**src/rtl/snake_head_ctrl.sv**
```systemverilog
// Snake head controller: steers the head from key pulses, moves it on each tick,
// detects collisions, broadcasts length/eat events and requests new apples.
module snake_head_ctrl #(
  parameter int unsigned GRID_W   = 16,
  parameter int unsigned GRID_H   = 16,
  parameter int unsigned START_X  = 4,
  parameter int unsigned START_Y  = 8,
  parameter int unsigned INIT_LEN = 3,
  parameter int unsigned MAX_LEN  = 255,
  localparam int unsigned XW = $clog2(GRID_W),
  localparam int unsigned YW = $clog2(GRID_H)
) (
  input  logic          clk,
  input  logic          reset,
  input  logic          key_up,
  input  logic          key_down,
  input  logic          key_left,
  input  logic          key_right,
  input  logic          tick,
  input  logic          occupied,
  input  logic          apple_ack,
  input  logic [XW-1:0] apple_x,
  input  logic [YW-1:0] apple_y,
  output logic [1:0]    direction,
  output logic [XW-1:0] head_x,
  output logic [YW-1:0] head_y,
  output logic [XW-1:0] next_x,
  output logic [YW-1:0] next_y,
  output logic [7:0]    hold_time,
  output logic          eat_apple,
  output logic          apple_req,
  output logic          apple_valid,
  output logic          game_over
);

  typedef enum logic [1:0] {S_IDLE, S_RUN, S_OVER} state_t;
  typedef enum logic [1:0] {D_RIGHT = 2'b00, D_DOWN = 2'b01, D_LEFT = 2'b10, D_UP = 2'b11} dir_t;

  state_t        r_state, w_state_n;
  dir_t          r_dir, w_dir_n, r_pend, w_pend_n, w_key_dir;
  logic [XW-1:0] r_head_x, w_head_x_n, r_apple_x, w_apple_x_n, w_next_x;
  logic [YW-1:0] r_head_y, w_head_y_n, r_apple_y, w_apple_y_n, w_next_y;
  logic [7:0]    r_hold, w_hold_n;
  logic          r_eat, w_eat_n, r_req, w_req_n, r_valid, w_valid_n;
  logic          w_key_any, w_off_grid;

  assign w_key_any = key_up | key_down | key_left | key_right;

  always_comb begin
    if (key_up)        w_key_dir = D_UP;
    else if (key_down) w_key_dir = D_DOWN;
    else if (key_left) w_key_dir = D_LEFT;
    else               w_key_dir = D_RIGHT;
  end

  // Candidate position wraps silently at the edges; w_off_grid flags those moves.
  always_comb begin
    w_next_x   = r_head_x;
    w_next_y   = r_head_y;
    w_off_grid = 1'b0;
    case (r_pend)
      D_RIGHT: begin
        w_next_x   = r_head_x + XW'(1);
        w_off_grid = (r_head_x == XW'(GRID_W - 1));
      end
      D_LEFT: begin
        w_next_x   = r_head_x - XW'(1);
        w_off_grid = (r_head_x == '0);
      end
      D_UP: begin
        w_next_y   = r_head_y + YW'(1);
        w_off_grid = (r_head_y == YW'(GRID_H - 1));
      end
      default: begin
        w_next_y   = r_head_y - YW'(1);
        w_off_grid = (r_head_y == '0);
      end
    endcase
  end

  always_comb begin
    w_state_n   = r_state;
    w_dir_n     = r_dir;
    w_pend_n    = r_pend;
    w_head_x_n  = r_head_x;
    w_head_y_n  = r_head_y;
    w_hold_n    = r_hold;
    w_eat_n     = 1'b0;
    w_req_n     = r_req;
    w_valid_n   = r_valid;
    w_apple_x_n = r_apple_x;
    w_apple_y_n = r_apple_y;
    case (r_state)
      S_IDLE: begin
        if (key_up | key_down | key_right) begin
          w_state_n = S_RUN;
          w_pend_n  = key_up ? D_UP : (key_down ? D_DOWN : D_RIGHT);
          w_req_n   = 1'b1;
        end
      end
      S_RUN: begin
        if (r_req && apple_ack) begin
          w_apple_x_n = apple_x;
          w_apple_y_n = apple_y;
          w_valid_n   = 1'b1;
          w_req_n     = 1'b0;
        end
        // Tick evaluates with the pre-key pend_dir and pre-ack apple state.
        if (tick) begin
          if (w_off_grid || occupied) begin
            w_state_n = S_OVER;
            w_req_n   = 1'b0;
          end else begin
            w_head_x_n = w_next_x;
            w_head_y_n = w_next_y;
            w_dir_n    = r_pend;
            if (r_valid && (w_next_x == r_apple_x) && (w_next_y == r_apple_y)) begin
              w_eat_n   = 1'b1;
              w_hold_n  = (r_hold >= 8'(MAX_LEN)) ? r_hold : r_hold + 8'd1;
              w_valid_n = 1'b0;
              w_req_n   = 1'b1;
            end
          end
        end
        if (w_key_any && (w_key_dir != dir_t'(r_dir ^ 2'b10)))
          w_pend_n = w_key_dir;
      end
      default: w_req_n = 1'b0;
    endcase
  end

  always_ff @(posedge clk or negedge reset) begin
    if (!reset) begin
      r_state   <= S_IDLE;
      r_dir     <= D_RIGHT;
      r_pend    <= D_RIGHT;
      r_head_x  <= XW'(START_X);
      r_head_y  <= YW'(START_Y);
      r_hold    <= 8'(INIT_LEN);
      r_eat     <= 1'b0;
      r_req     <= 1'b0;
      r_valid   <= 1'b0;
      r_apple_x <= '0;
      r_apple_y <= '0;
    end else begin
      r_state   <= w_state_n;
      r_dir     <= w_dir_n;
      r_pend    <= w_pend_n;
      r_head_x  <= w_head_x_n;
      r_head_y  <= w_head_y_n;
      r_hold    <= w_hold_n;
      r_eat     <= w_eat_n;
      r_req     <= w_req_n;
      r_valid   <= w_valid_n;
      r_apple_x <= w_apple_x_n;
      r_apple_y <= w_apple_y_n;
    end
  end

  assign direction   = r_dir;
  assign head_x      = r_head_x;
  assign head_y      = r_head_y;
  assign next_x      = w_next_x;
  assign next_y      = w_next_y;
  assign hold_time   = r_hold;
  assign eat_apple   = r_eat;
  assign apple_req   = r_req;
  assign apple_valid = r_valid;
  assign game_over   = (r_state == S_OVER);

endmodule

```
**config.mk**
```make
export PLATFORM = sky130hd
export DESIGN_NAME = snake_head_ctrl
export DESIGN_NICKNAME = d
export VERILOG_FILES = /design/src/rtl/snake_head_ctrl.sv
export SDC_FILE = /design/constraint.sdc
export NUM_CORES = 1
export LEC_CHECK = 0
export CORE_MARGIN = 10
export CORE_UTILIZATION = 51
export CTS_CLUSTER_DIAMETER = 30
export DETAILED_ROUTE_END_ITERATION = 12
export PLACE_DENSITY = 0.81
export SYNTH_ARGS = -nofsm -noshare
export SYNTH_HDL_FRONTEND = slang
export SYNTH_SLANG_ARGS = --single-unit
```
**constraint.sdc**
```tcl
create_clock -name clk -period 3.33 [get_ports clk]
set_input_delay 0.4995 -clock clk [delete_from_list [all_inputs] [get_ports clk]]
set_output_delay 0.4995 -clock clk [all_outputs]
set_load 0.005 [all_outputs]
```
==> run summary <==
The flow ran to the end, and the final reports show no timing, DRC or antenna violations. For this run, the register share of the synthesized area comes to 39.1%. The die extent in y is 84.6 um, and the count of input and output buffers is 46. In this run the critical register-to-register path is captured at hold_time[1]. Synthesis produced 213 cells. Across the VDD grid, the largest voltage drop is 329 uV. Launching element type of the critical path: a flip-flop. The destination of the worst hold path was hold_time[3]. Global routing used 14.4% of the available tracks.

From left edge to right edge, the die measures 84.6 um. Combinational logic burns 57.6% of the power. In this run the most critical hold path is launched from hold_time[3].

The fill cell total of the finished layout was 336. Area of the die: 7150 sq um. The run gives 240 as the total nets after synthesis. Clock skew on the completed layout was measured at 0.00661 ns.

In this run the worst path has a maximum fanout of 7. Entering global routing, the biggest net connects 34 pins. For the DRC violation count after routing, the log shows 0.

In this design, the largest share of critical-path delay is due to buffers and inverters. The core utilization of the finished layout was 67.0%. The synthesized design contains 0 enable-type register cells. Number of clock sinks: 33.

The master of the slowest instance on the critical path is clkdlybuf4s50_1. The net switching power was 872 uW. For the pin with the worst max-slew slack, the measured transition is 0.713 ns. The run gives 0.24 ns as the register-to-register setup slack.

STA classifies the critical path endpoint as a primary output. For the max-capacitance violation count, the log shows 0. On the final layout, the worst hold slack is 0.507 ns.

In this run the mean area of a mapped cell was 9.99 sq um. The routed layout has 1707 vias. The global-route wire length before repair was 8500 um; the placer's final routability congestion estimate was 0.774. The initial utilization of the core area, before any placement, comes to 52.8%. TritonCTS built the clock tree.

The via density per instance was 5.49; the final antenna diode count was 0. During synthesis, Yosys emitted a total of 0 warnings. The growth of design area from synthesis to finish was 27.0%; the floorplan core area was 4030 sq um. The tools report the half-perimeter wire length after detailed placement as 3820 um.

Fraction of power consumed by the clock network: 13.4%. For this run, the top clock speed supported by timing is 0.316 GHz. The sum of buffers and inverters on the critical path is 2. Buffer cell driving the clock tree root: clkbuf_8. After detailed routing, the total wire length is 4960 um. In this run, the number of DRC markers left after iteration 0 of detailed routing was 79. The tools report the startpoint of the worst-slack reg-to-reg timing path as r_pend[0]. Summed over all instances, the cell type with the most area after synthesis is dfrtp_1. The top-level I/O count is 47, and the final cell area excluding filler cells is 2700 sq um. The run gives 50 as the count of unique library cells instantiated by Yosys. The clock transition at the registers of the reported paths is 0.07 ns, and the deepest clock path buffer count is 2.

The summed negative setup slack over all endpoints was 0 ns. By count the netlist is led by dfrtp_1 (29), inv_1 (15), o21ai_0 (14), xnor2_1 (14), nand2_1 (13). For this design, the CTS-stage hold fixing added 0 buffers. The number of antenna violations at the first check in global routing is 0, and the number of cells on the worst reg-to-reg path is 11. The logs give 0 for the number of hold violations in the final report and 52.4% for the tightest slew margin relative to the limit. The signal on the critical path passes through inv_1, ha_1, xor2_1, ha_1, a21oi_1, mux2i_2, xor2_1, clkdlybuf4s50_1. The category of the most critical setup path is flip-flop to primary output. The analysis attributes to cell leakage a power of 0.00121 uW. For the worst setup path, the data required time is 2.83 ns. For this run, the leading register cell type out of synthesis is dfrtp_1. The first detailed-routing pass ran for 5 iterations.

The count of nets after finishing was 287. The tools report the instance area at placement as 2610 sq um. The final critical path takes up 95.0% of the cycle. The cell depth of the worst min-delay path was 1; the internal power of the cells was 1300 uW. The tools report the final number of setup-violating endpoints as 0. The data arrival time at the worst-slack endpoint was 2.66 ns; the shortest period the worst path allows was 3.16 ns.

TritonCTS created 5 clock buffers. For this run, the slowest stage of the critical path takes 0.52 ns. Summing every instance area after synthesis gives 2130 sq um. The worst hold path belongs to the class flip-flop to flip-flop. The via count of the first global-routing pass was 1755. Sequential cells account for 29.0% of the total power.

The run gives 23 as the count of standard-cell rows. The total overflow left after global routing is 0. For the post-route antenna net violation count, the log shows 0. After synthesis, the share of flip-flops with an asynchronous set or reset is 100%.

Synthesis inferred 33 register bits. By area the synthesized netlist is led by dfrtp_1 (34%), xnor2_1 (5.8%), ha_1 (5.3%). Dividing total power by cell area gives a power density of 803 nW/um^2. The share of total power consumed by net switching was 40.2%. The tools report the clock latency of the later-clocked register in the worst-skew pair as 0.29 ns.

Dividing the detail-routed wire length by the instance count gives 16.0 um. The dominant cell by count in the synthesized netlist is dfrtp_1. The area share of the leading cell type in the synthesized netlist is 34.1%, and the max-slew violation total from the final report is 0. In this run the number of H-tree levels came out at 2. Post-CTS timing repair inserted 0 buffers for setup. The share of final-layout standard cells stronger than drive strength 1 came out at 13.0%.
==> cell families after synthesis <==
kind of cell    count (synthesis)  synth area share [%]
mux                            13                  6.88
compound gates                 41                  12.3
flops                          33                  39.1
buf+inv                        23                  5.12
simple gates                   66                  18.6
xor+xnor                       27                  11.8
fa+ha+maj                      10                  6.24
==> routing by layer <==
metal / track usage [%] / up-vias / part of all wire [%]
met5: 0 / - / 0
met4: 5.24 / 0 / 1.1
met3: 6.38 / 6 / 7.7
met2: 23.3 / 46 / 48
met1: 16.5 / 807 / 43
li1: - / 848 / -
==> per-stage QoR <==
stage	worst slack [ns]	std cells	total power [uW]
floorplan	0.455	213	1390
global route	-0.00646	311	2370
global placement	0.333	303	1850
detailed placement	0.246	303	1880
finish	0.166	311	2170
CTS	0.0633	311	2180
==> cell type report <==
type                            count  area (sq um)  share of cell area [%]
Clock buffer                        6          72.6                    2.69
Inverter                           15          56.3                    2.08
Sequential cell                    33           831                    30.8
Multi-Input combinational cell    157          1190                    44.2
Clock inverter                      2          10.0                   0.371
Tap cell                           50          62.6                    2.32
Timing Repair Buffer               48           475                    17.6
==> what timing repair did <==
item,CTS,global route
hold endpoints to repair,0,0
gates resized for setup,0,3
setup endpoints to repair,0,3
==> power by group through the flow <==
| stage | registers (uW) | logic, uW | clock network, uW |
|---|---|---|---|
| 2_1_floorplan | 587 | 806 | 0 |
| 5_1_grt | 650 | 1400 | 324 |
| 3_3_place_gp | 630 | 1220 | 0 |
| 4_1_cts | 630 | 1250 | 300 |
| 6_report | 630 | 1250 | 290 |
| 3_5_place_dp | 635 | 1240 | 0 |
==> how the worst max path moves through the flow <==
stage	cells past startpoint	startpoint	endpoint
global placement	10	r_pend[0]	hold_time[7]
CTS	8	r_pend[1]	next_y[3]
finish	8	r_pend[0]	next_x[2]
detailed placement	10	r_pend[0]	hold_time[7]
floorplan	10	r_pend[0]	hold_time[7]
global route	8	r_pend[0]	next_x[2]
==> cells in the final DEF (no fill, tap or decap), drive strengths merged, types with 2 or more instances in the layout <==
cell type,netlist,routed
mux2i,3,3
xor2,12,12
clkdlybuf4s50,0,46
and3,12,12
nor3,5,5
dfstp,4,4
nor4,2,2
nand2,13,13
a31oi,2,2
nor2,7,7
a211oi,3,3
buf,6,2
o21ai,14,14
inv,15,15
nand2b,3,3
clkbuf,2,6
mux2,10,10
nand3,10,10
xnor2,14,14
or3,2,2
nand4b,2,2
nor2b,3,3
clkinv,0,2
o32a,2,2
dfrtp,29,29
a221oi,2,2
a21oi,9,9
ha,9,9
==> flip-flops by register name, summed over array words and instances, names as in the netlist <==
| signal | count |
|---|---|
| hold_time | 8 |
| head_x | 4 |
| head_y | 4 |
| r_apple_x | 4 |
| r_apple_y | 4 |
| direction | 2 |
| r_pend | 2 |
| r_state | 2 |
| apple_req | 1 |
| apple_valid | 1 |
| eat_apple | 1 |
(Power assumes the default switching activity.)
